**src/rtl/jtframe_fir_ctl.sv**
```systemverilog
// jtframe_fir_ctl: sequencing controller that sits between the sound mixer
// and the stereo FIR engine. It takes one stereo sample at a time over a
// valid/ready handshake, strobes it into the FIR, waits out the FIR's fixed
// computation window and then captures the filtered pair. Host coefficient
// writes are parked in a single pending slot and only applied while the
// controller is idle, so a coefficient never changes under a running filter.
module jtframe_fir_ctl #(
  parameter int TAPS = 69,
  parameter int CALC = 140,
  parameter int AW   = 7
) (
  input  logic          clk,
  input  logic          rst,
  input  logic          in_valid,
  output logic          in_ready,
  input  logic [15:0]   l_in,
  input  logic [15:0]   r_in,
  output logic          fir_sample,
  output logic [15:0]   fir_l,
  output logic [15:0]   fir_r,
  input  logic [15:0]   fir_l_out,
  input  logic [15:0]   fir_r_out,
  output logic [15:0]   l_out,
  output logic [15:0]   r_out,
  output logic          out_valid,
  input  logic          cfg_we,
  output logic          cfg_ready,
  input  logic [AW-1:0] cfg_addr,
  input  logic [15:0]   cfg_data,
  output logic          coef_we,
  output logic [AW-1:0] coef_addr,
  output logic [15:0]   coef_data,
  output logic          cfg_err
);

  localparam int            CW        = $clog2(CALC);
  localparam logic [CW-1:0] CALC_LOAD = CW'(CALC - 1);
  localparam logic [AW:0]   TAPS_LIM  = (AW + 1)'(TAPS);

  typedef enum logic [2:0] {
    ST_IDLE,
    ST_CFG,
    ST_FIRE,
    ST_CALC,
    ST_DONE
  } state_t;

  state_t        state_q,    state_d;
  logic [CW-1:0] cnt_q,      cnt_d;
  logic [15:0]   firL_q,     firL_d;
  logic [15:0]   firR_q,     firR_d;
  logic [15:0]   lOut_q,     lOut_d;
  logic [15:0]   rOut_q,     rOut_d;
  logic          outValid_q, outValid_d;
  logic          cfgPend_q,  cfgPend_d;
  logic [AW-1:0] cfgAddr_q,  cfgAddr_d;
  logic [15:0]   cfgData_q,  cfgData_d;
  logic          cfgErr_q,   cfgErr_d;

  logic addrOk;
  logic cfgAccept;
  logic sampleTake;

  // The address is widened by one bit so TAPS itself is representable even
  // when it equals 2**AW.
  assign addrOk     = ({1'b0, cfg_addr} < TAPS_LIM);
  assign cfgAccept  = cfg_we && !cfgPend_q;
  assign sampleTake = in_valid && in_ready;

  assign in_ready   = (state_q == ST_IDLE) && !cfgPend_q;
  assign cfg_ready  = !cfgPend_q;
  assign fir_sample = (state_q == ST_FIRE);
  assign coef_we    = (state_q == ST_CFG);
  assign coef_addr  = cfgAddr_q;
  assign coef_data  = cfgData_q;
  assign fir_l      = firL_q;
  assign fir_r      = firR_q;
  assign l_out      = lOut_q;
  assign r_out      = rOut_q;
  assign out_valid  = outValid_q;
  assign cfg_err    = cfgErr_q;

  // Next-state logic: the pending coefficient slot is filled in any state,
  // but it is drained only from IDLE, and it wins over a new sample there.
  always_comb begin
    state_d    = state_q;
    cnt_d      = cnt_q;
    firL_d     = firL_q;
    firR_d     = firR_q;
    lOut_d     = lOut_q;
    rOut_d     = rOut_q;
    outValid_d = 1'b0;
    cfgPend_d  = cfgPend_q;
    cfgAddr_d  = cfgAddr_q;
    cfgData_d  = cfgData_q;
    cfgErr_d   = 1'b0;

    if (cfgAccept) begin
      if (addrOk) begin
        cfgPend_d = 1'b1;
        cfgAddr_d = cfg_addr;
        cfgData_d = cfg_data;
      end else begin
        cfgErr_d = 1'b1;
      end
    end

    case (state_q)
      ST_IDLE: begin
        if (cfgPend_q) begin
          state_d = ST_CFG;
        end else if (sampleTake) begin
          firL_d  = l_in;
          firR_d  = r_in;
          state_d = ST_FIRE;
        end
      end
      ST_CFG: begin
        cfgPend_d = 1'b0;
        state_d   = ST_IDLE;
      end
      ST_FIRE: begin
        cnt_d   = CALC_LOAD;
        state_d = ST_CALC;
      end
      ST_CALC: begin
        // The counter reaches zero on the same edge that enters DONE, so
        // DONE lands exactly CALC cycles after the strobe.
        cnt_d = cnt_q - 1'b1;
        if (cnt_d == '0) begin
          state_d = ST_DONE;
        end
      end
      ST_DONE: begin
        lOut_d     = fir_l_out;
        rOut_d     = fir_r_out;
        outValid_d = 1'b1;
        state_d    = ST_IDLE;
      end
      default: begin
        state_d = ST_IDLE;
      end
    endcase
  end

  // State and datapath registers; reset abandons any run and any pending write.
  always_ff @(posedge clk) begin
    if (rst) begin
      state_q    <= ST_IDLE;
      cnt_q      <= '0;
      firL_q     <= '0;
      firR_q     <= '0;
      lOut_q     <= '0;
      rOut_q     <= '0;
      outValid_q <= 1'b0;
      cfgPend_q  <= 1'b0;
      cfgAddr_q  <= '0;
      cfgData_q  <= '0;
      cfgErr_q   <= 1'b0;
    end else begin
      state_q    <= state_d;
      cnt_q      <= cnt_d;
      firL_q     <= firL_d;
      firR_q     <= firR_d;
      lOut_q     <= lOut_d;
      rOut_q     <= rOut_d;
      outValid_q <= outValid_d;
      cfgPend_q  <= cfgPend_d;
      cfgAddr_q  <= cfgAddr_d;
      cfgData_q  <= cfgData_d;
      cfgErr_q   <= cfgErr_d;
    end
  end

endmodule

```
**config.mk**
```make
export PLATFORM = sky130hd
export DESIGN_NAME = jtframe_fir_ctl
export DESIGN_NICKNAME = d
export VERILOG_FILES = /design/src/rtl/jtframe_fir_ctl.sv
export SDC_FILE = /design/constraint.sdc
export NUM_CORES = 1
export LEC_CHECK = 0
export CAP_MARGIN = 25
export CORE_MARGIN = 10
export CORE_UTILIZATION = 34
export DETAILED_ROUTE_END_ITERATION = 10
export GPL_TIMING_DRIVEN = 0
export PLACE_DENSITY_LB_ADDON = 0.12
export SYNTH_ARGS = -nofsm -noshare
export SYNTH_HDL_FRONTEND = slang
export SYNTH_SLANG_ARGS = --single-unit
```
**constraint.sdc**
```tcl
create_clock -name clk -period 2.6 [get_ports clk]
set_input_delay 0.65 -clock clk [delete_from_list [all_inputs] [get_ports clk]]
set_output_delay 0.65 -clock clk [all_outputs]
set_load 0.01 [all_outputs]
```
# After elaboration in Yosys (flattened, before gate mapping)
# Index checks and enable logic that the tools add are counted.
dict set report word_totals {
  wordCells 40
  out_inout_bits 93
  ff_bits 101
}
dict set report op_classes {
  addsub 1
  muxes 7
  bitwise_logic 2
  n_reduce_logical 12
  magnitude_cmp 1
  n_eq_ne 6
}
# op n
set ops {}
lappend ops {{$pmux W8 S2} 1}
lappend ops {{$mux W3} 3}
lappend ops {{$pmux W3 S3} 1}
lappend ops {{$logic_not A8 Y1} 1}
lappend ops {{$sub A8 B1 Y8 const B} 1}
lappend ops {{$lt A7 B7 Y1 const B} 1}
lappend ops {{$eq A3 B2 Y1 const B} 2}
lappend ops {{$reduce_and A2 Y1} 2}
lappend ops {{$reduce_or A2 Y1} 2}
lappend ops {{$eq A3 B1 Y1 const B} 1}
lappend ops {{$eq A3 B3 Y1 const B} 1}
lappend ops {{$logic_and A1 B1 Y1} 3}
lappend ops {{$logic_not A3 Y1} 1}
lappend ops {{$ne A3 B3 Y1 const B} 1}
lappend ops {{$reduce_and A3 Y1} 1}
lappend ops {{$mux W1} 2}
lappend ops {{$ne A2 B2 Y1 const B} 1}
lappend ops {{$not A1 Y1} 2}
lappend ops {{$reduce_bool A2 Y1} 1}
lappend ops {{$logic_not A1 Y1} 1}

# Depth between registers and ports, before layout
# Gate-level depths: netlist of the first run.
dict set report depth {
  depth_word 6
  mapped_depth 7
}

# Least setup slack after synthesis of the first run
# Ideal clock, no wire load.
dict set report synth_timing {
  path_kind {input -> register}
  start {input cfg_addr[3]}
  end {register cfgAddr_q[0] (netlist: coef_addr[0])}
  slack_ps 944
  arrival_time_ps 1586
  n_path_buf 1
  stages 5
  cell_sequence {nor3_1 a21bo_2 clkbuf_1 nand3_1 a21oi_1}
}
dict set report synth_via {
  elab_chain_cells 2
}
# item line
set synth_lines {}
lappend synth_lines {{from (decl)} 28} ;# input logic [AW-1:0] cfg_addr,
lappend synth_lines {{$lt A7 B7 Y1} 66} ;# assign addrOk = ({1'b0, cfg_addr} < TAPS_LIM);
lappend synth_lines {{$reduce_and A2 Y1 (no source line)} n/a}
lappend synth_lines {{to (signal assigned)} 169} ;# cfgAddr_q <= cfgAddr_d;
lappend synth_lines {{to (decl)} 56} ;# logic [AW-1:0] cfgAddr_q, cfgAddr_d;
# No other way between the ends.
# A chain may end at the register's enable or synchronous reset.

# Worst setup path after layout of the first run
dict set report layout_timing {
  start {register state_q[0]}
  end {output coef_we}
}
dict set report layout_via {
  elab_chain_cells 1
}
# item line
set layout_lines {}
lappend layout_lines {{from (decl)} 48} ;# state_t state_q, state_d;
lappend layout_lines {{from (signal assigned)} 161} ;# state_q <= state_d;
lappend layout_lines {{$eq A3 B1 Y1} 73} ;# assign coef_we = (state_q == ST_CFG);
lappend layout_lines {{to (decl)} 30} ;# output logic coef_we,
# No other way between the ends.

==> results of run 1 <==
## sequential cells by signal, summed over array words and instances (netlist names)
name       cells
out_valid      1
fir_r         16
fir_l         16
coef_addr      7
cfg_err        1
cfgPend_q      1
l_out         16
cnt_q          8
coef_data     16
r_out         16
state_q        3
## worst max-delay path, stage by stage, from the launching register on
cell	delay, ns
dfxtp_1	0.54
inv_2	0.15
nor3_1	0.22
clkdlybuf4s50_1	0.60
## synth_stat cells, drive strengths merged
master,count
a211oi,2
a21bo,1
a21boi,1
a21oi,93
a311oi,2
a31oi,2
a32oi,1
and2,1
and3,1
buf,6
clkbuf,28
dfxtp,101
ha,2
inv,6
nand2,131
nand2b,3
nand3,22
nand3b,1
nand4,1
nand4b,1
nor2,8
nor2b,2
nor3,7
nor3b,2
nor4,5
nor4b,2
o211a,1
o21ai,26
o22ai,1
o31a,1
o31ai,1
or3,1
or4,1
xnor2,1
## final timing paths
kind	to	slack [ns]	cells after the start
worst max-delay path	coef_we	0.08	3
worst min-delay path	fir_l[15]$_SDFFE_PP0P_	0.46	2
worst max register to register	l_out[14]$_SDFFE_PP0P_	0.51	5
worst min register to register	fir_l[15]$_SDFFE_PP0P_	0.46	2
## routing by layer
| layer | part of all wire, % | global-route usage [%] |
|---|---|---|
| met2 | 47 | 26.0 |
| met4 | 1.2 | 4.81 |
| met3 | 11 | 7.82 |
| met1 | 41 | 17.9 |
| met5 | 0 | 0 |
## power breakdown
| part | total [mW] | leakage (nW) | switching, mW | internal [mW] |
|---|---|---|---|---|
| sequential | 1.66 | 0.822 | 0.0468 | 1.61 |
| clock | 1.12 | 0.105 | 0.563 | 0.553 |
| combinational | 0.573 | 1.13 | 0.264 | 0.309 |
## logic make-up after synthesis
group	after synthesis
flops	101
compound gates	132
xor+xnor	1
simple gates	189
buf+inv	40
fa+ha+maj	2
## cell type report
class | count | area, um^2
inverter | 6 | 22.5
tap | 140 | 175
clock buffer | 10 | 128
multi-input combinational | 324 | 1570
sequential | 101 | 2020
buffer | 34 | 141
clock inverter | 6 | 95.1
timing repair buffer | 182 | 1820
fill | 1028 | 4860
## through the flow
stage	hold WS [ns]	util, %	cell area (um^2)	std cells	power, mW
3_5_place_dp	0.448	53.1	5760	787	2.27
5_1_grt	0.478	55.2	5980	803	3.49
3_3_place_gp	0.441	53.1	5760	787	2.26
2_1_floorplan	0.466	-	3760	465	1.93
6_report	0.457	55.2	5980	803	3.35
4_1_cts	0.460	55.2	5980	803	3.38
==> run metrics, run 1 <==
status=finished, final reports clean; pwr dens=around 560 mW/mm^2; largest net degree at the start of global routing=18; leakage power=just over 2 nW; Max VDD drop=~290 uV; vias in the first global route=3821; Initial Util=34.7%; Post-CTS Setup Inserts=0; Chip Height=roughly 130 um; DR WL/cell=roughly 16 um; largest family of logic cells by synthesized area=simple AND/OR/NAND/NOR gates; Worst Tran Pin Value=between 1 and 1.5 ns; Die X=125 um; antenna diode count=0; Warnings, synthesis=0; Unique masters post-synth=38; Setup Slack @ Placement=0.154 ns; RSZ-0062 raised after global routing=no; first-pass GRT wire length=20.8 mm; core area=about 0.011 mm^2; Mean Syn Cell Area=approximately 8 um^2; CTS tree=yes; Hold Violations, Final=0; post-route ant nets=0; Syn-to-layout area delta=59.0%; CP Launch Type=register; CTS Sinks=101; H-tree levels=3; Post-Synthesis Net Count=558; Post-Synth XOR/XNOR Area=less than 1%; worst path required time=between 1.5 and 2 ns; Via density=about 4.8; Critical Path AT=1.87 ns; Worst Skew=between 0.01 and 0.015 ns; Skew-Pair Late Insertion Delay=between 0.3 and 0.4 ns; Crit Path Max Fanout=8; Synth Area in Compound Gates=between 10% and 20%; total gr overflow=0; mux cell area share after synthesis=0%; Final setup viols=0; Mapped Area=around 0.0038 mm^2; port bufs=182; max capacitance violation total=0; io pins=approximately 180; Final period util=between 90% and 100%; Tot GR Track Use=15.9%; Clock Tree Root=clkbuf_8; row cnt=38; cells after synthesis=around 470; Slew HR=between 30% and 40%; most common cell after layout, fill and taps aside=clkdlybuf4s50_1; setup ws final=slightly above 0.08 ns; final count of pins violating max slew=0; initial DRC count=208; fin crit period=2.52 ns; fmax=around 0.40 GHz; Routed WL=13.0 mm; post-synthesis sequential area ratio=between 50% and 60%; Worst Setup Path Type=reg -> out; top cells by area, synth=dfxtp_1, nand2_1, a21oi_1, o21ai_0, nand3_1; Worst Hold Class=reg -> reg; Post-Synth Adder-Cell Area=0.666%; post_cts resized=0; Worst R2R Start=state_q[2]$_SDFFE_PP0P_; # hold bufs at CTS=0; most frequent cells in the layout=clkdlybuf4s50_1, nand2_1, dfxtp_1; drt drc=0; post-detail-place hpwl=roughly 10 mm; hold wc startpoint=fir_l[15]$_SDFFE_PP0P_; Critical Path End Type=primary output; routability cong.=a little over 0.8; CP Launch Point=state_q[0]$_SDFFE_PP0P_; Die ar.=roughly 0.016 mm^2; nets@finish=~750; initial antenna violation count=0; Yosys reg bits=just over 100; top cell type by total area after synthesis=dfxtp_1; Yosys top cell area share=~54%; layout cells sized above 1=4.22%; setup TNS=0 ns; Simple-Gate Fraction of Synth Area=22.4%; via count=around 3900; Clk pin slew, worst setup/hold paths=~0.10 ns; TritonRoute pass-1 iters=5; TritonCTS buffer count=9; CTS max path bufs=2
Power figures use the tool's default switching activity.
==> inputs of run 2 (changes only) <==
--- a/config.mk
+++ b/config.mk
@@ -5,12 +5,12 @@
 export SDC_FILE = /design/constraint.sdc
 export NUM_CORES = 1
 export LEC_CHECK = 0
-export CAP_MARGIN = 25
 export CORE_MARGIN = 10
 export CORE_UTILIZATION = 34
 export DETAILED_ROUTE_END_ITERATION = 10
 export GPL_TIMING_DRIVEN = 0
 export PLACE_DENSITY_LB_ADDON = 0.12
+export SLEW_MARGIN = 20
 export SYNTH_ARGS = -nofsm -noshare
 export SYNTH_HDL_FRONTEND = slang
 export SYNTH_SLANG_ARGS = --single-unit
==> results of run 2 <==
Final layout, timing and power as in run 1 (identical DEF).
==> inputs of run 3 (changes only) <==
--- a/config.mk
+++ b/config.mk
@@ -8,7 +8,7 @@
 export CORE_MARGIN = 10
 export CORE_UTILIZATION = 34
 export DETAILED_ROUTE_END_ITERATION = 10
-export GPL_TIMING_DRIVEN = 0
+export GPL_TIMING_DRIVEN = 1
 export PLACE_DENSITY_LB_ADDON = 0.12
 export SLEW_MARGIN = 20
 export SYNTH_ARGS = -nofsm -noshare
==> run 3 against run 2 <==
Clock-buffer cell count grew 4; design area shrank 1.4%; largest cell class unchanged; power shrank 5.5%; clock power shrank 16%; critical path depth is the same; final cell count shrank 2.9%.
==> run metrics, run 3 (same netlist as run 1, synthesis figures left out) <==
gr busiest metal=met2; Worst Hold Class=reg -> reg; max capacitance violation total=0 (unchanged); post-route ant nets=0 (unchanged); Clk pin slew, worst setup/hold paths=0.09 ns (about the same); CP delay by family, top=buffers and inverters; WP buf/inv=2 (unchanged); layout cells sized above 1=5.16% (+0.93 points); setup TNS=0 ns (unchanged); Final period util=93.5% (-3.4 points); Multi-input gate area=0.00158 mm^2 (+0.32%); Post-CTS Setup Inserts=0 (unchanged); initial DRC count=232 (+12%); vias in the first global route=3724 (-2.5%); Storage cell area=0.00202 mm^2 (unchanged); final count of pins violating max slew=0 (unchanged); Die ar.=0.0157 mm^2 (unchanged); Routed WL=12.7 mm (-2.5%); DR WL/cell=16.3 um (+0.33%); setup ws final=0.169 ns (+0.0873 ns); Via density=4.91 (+1.7%); worst stage delay on the critical path=0.60 ns (about the same); met3 Use GR=6.46% (-1.4 points); worst path required time=1.95 ns (about the same); status=finished, final reports clean; RSZ-0062 raised after global routing=no; Die X=125 um (unchanged); largest net degree at the start of global routing=50 (+32); Critical Path End Type=primary output; met1 Use GR=19.2% (+1.2 points); Critical Path AT=1.78 ns (-0.09 ns); most frequent cells in the layout=clkdlybuf4s50_1, nand2_1, dfxtp_1; H-tree levels=3 (unchanged); post-detail-place hpwl=9.19 mm (-9.4%); R2R Setup Slk=0.89 ns (+0.38 ns); CP Cell Sequence=inv_2 -> nor3_1 -> clkdlybuf4s50_1; Syn-to-layout area delta=56.9%; row cnt=38 (unchanged); met2 Track Usage GR=24.2% (-1.9 points); Initial Util=34.7% (unchanged); # hold bufs at CTS=0 (unchanged); TritonCTS buffer count=9 (unchanged); Worst Setup Path Type=reg -> out; Hold Violations, Final=0 (unchanged); TritonRoute pass-1 iters=4 (-1); CTS tree=yes; CTS max path bufs=2 (unchanged); CTS Sinks=101 (unchanged); slowest cell on the critical path=clkdlybuf4s50_1; Worst Tran Pin Value=0.769 ns (-0.267 ns); Max VDD drop=226 uV (-21%); Setup Slack @ Placement=0.290 ns (+0.136 ns); Flop pwr share=52.5% (+2.9 points); io pins=184 (unchanged); leakage power=2.04 nW (-0.55%); combinational group share of total power=17.8% (+0.7 points); Cell Int Power=2.35 mW (-5.3%); routability cong.=0.783 (-3.0%); Crit Path Max Fanout=8 (unchanged); total gr overflow=0 (unchanged); via count=3832 (-1.2%); nets@finish=729 (-2.9%); Slew HR=48.7% (+18 points); Skew-Pair Late Insertion Delay=0.36 ns (about the same); P_sw=0.820 mW (-6.2%); Clock Tree Root=clkbuf_8; port bufs=183 (+0.55%); drt drc=0 (unchanged); clock share of power=29.6% (-3.7 points); Final setup viols=0 (unchanged); fmax=0.411 GHz (+3.6%); most common cell after layout, fill and taps aside=clkdlybuf4s50_1; Worst Skew=0.0131 ns (+0.00169 ns); Chip Height=125 um (unchanged); pwr dens=537 mW/mm^2 (-4.2%); CP Launch Type=register; post_cts resized=0 (unchanged); core area=0.0108 mm^2 (unchanged); fillers=1056 (+2.7%); fin crit period=2.43 ns (-0.0873 ns); first-pass GRT wire length=20.4 mm (-2.1%); Sw Share=25.9% (-0.19 points); Tot GR Track Use=15.6% (-0.36 points); antenna diode count=0 (unchanged); initial antenna violation count=0 (unchanged)
run 3: metrics by stage:
stage	instances	area, um^2	hold WS [ns]	util [%]	power (mW)
2_1_floorplan	465	3760	0.466	-	1.93
3_3_place_gp	765	5720	0.441	52.8	2.25
3_5_place_dp	765	5720	0.446	52.8	2.27
4_1_cts	780	5900	0.459	54.4	3.19
5_1_grt	780	5900	0.478	54.4	3.32
6_report	780	5900	0.456	54.4	3.17
run 3: power groups by stage:
| stage | combinational [mW] | sequential [mW] | clock, mW |
|---|---|---|---|
| floorplan | 0.220 | 1.71 | 0 |
| global placement | 0.561 | 1.69 | 0 |
| detailed placement | 0.568 | 1.70 | 0 |
| CTS | 0.572 | 1.66 | 0.961 |
| global route | 0.619 | 1.67 | 1.03 |
| finish | 0.565 | 1.66 | 0.938 |
run 3: worst reg2reg max path: stages, from the launching register on:
cell,delay [ns]
dfxtp_1,0.37
inv_1,0.10
ha_1,0.25
inv_1,0.12
o31a_1,0.34
nor4_2,0.33
nor4_1,0.09
run 3: layout make-up:
type,instances,area share [%]
Timing Repair Buffer,194,32.6
Sequential cell,101,34.3
Inverter,6,0.382
Multi-Input combinational cell,324,26.8
Tap cell,140,2.97
Clock inverter,1,0.0849
Clock buffer,14,2.93
run 3: metal layers:
layer | share of wire [%] | wire length, um
met3 | 9.7 | 1230
met4 | 1.4 | 183
met5 | 0 | 0
met2 | 46 | 5780
met1 | 43 | 5500
run 3: worst paths after layout:
path	startpoint	endpoint	cells past startpoint
setup reg to reg	cnt_q[1]$_SDFFE_PP0P_	state_q[0]$_SDFFE_PP0P_	6
hold reg to reg	r_out[7]$_SDFFE_PP0P_	r_out[7]$_SDFFE_PP0P_	2
setup / recovery	state_q[0]$_SDFFE_PP0P_	coef_we	3
hold / removal	r_out[7]$_SDFFE_PP0P_	r_out[7]$_SDFFE_PP0P_	2
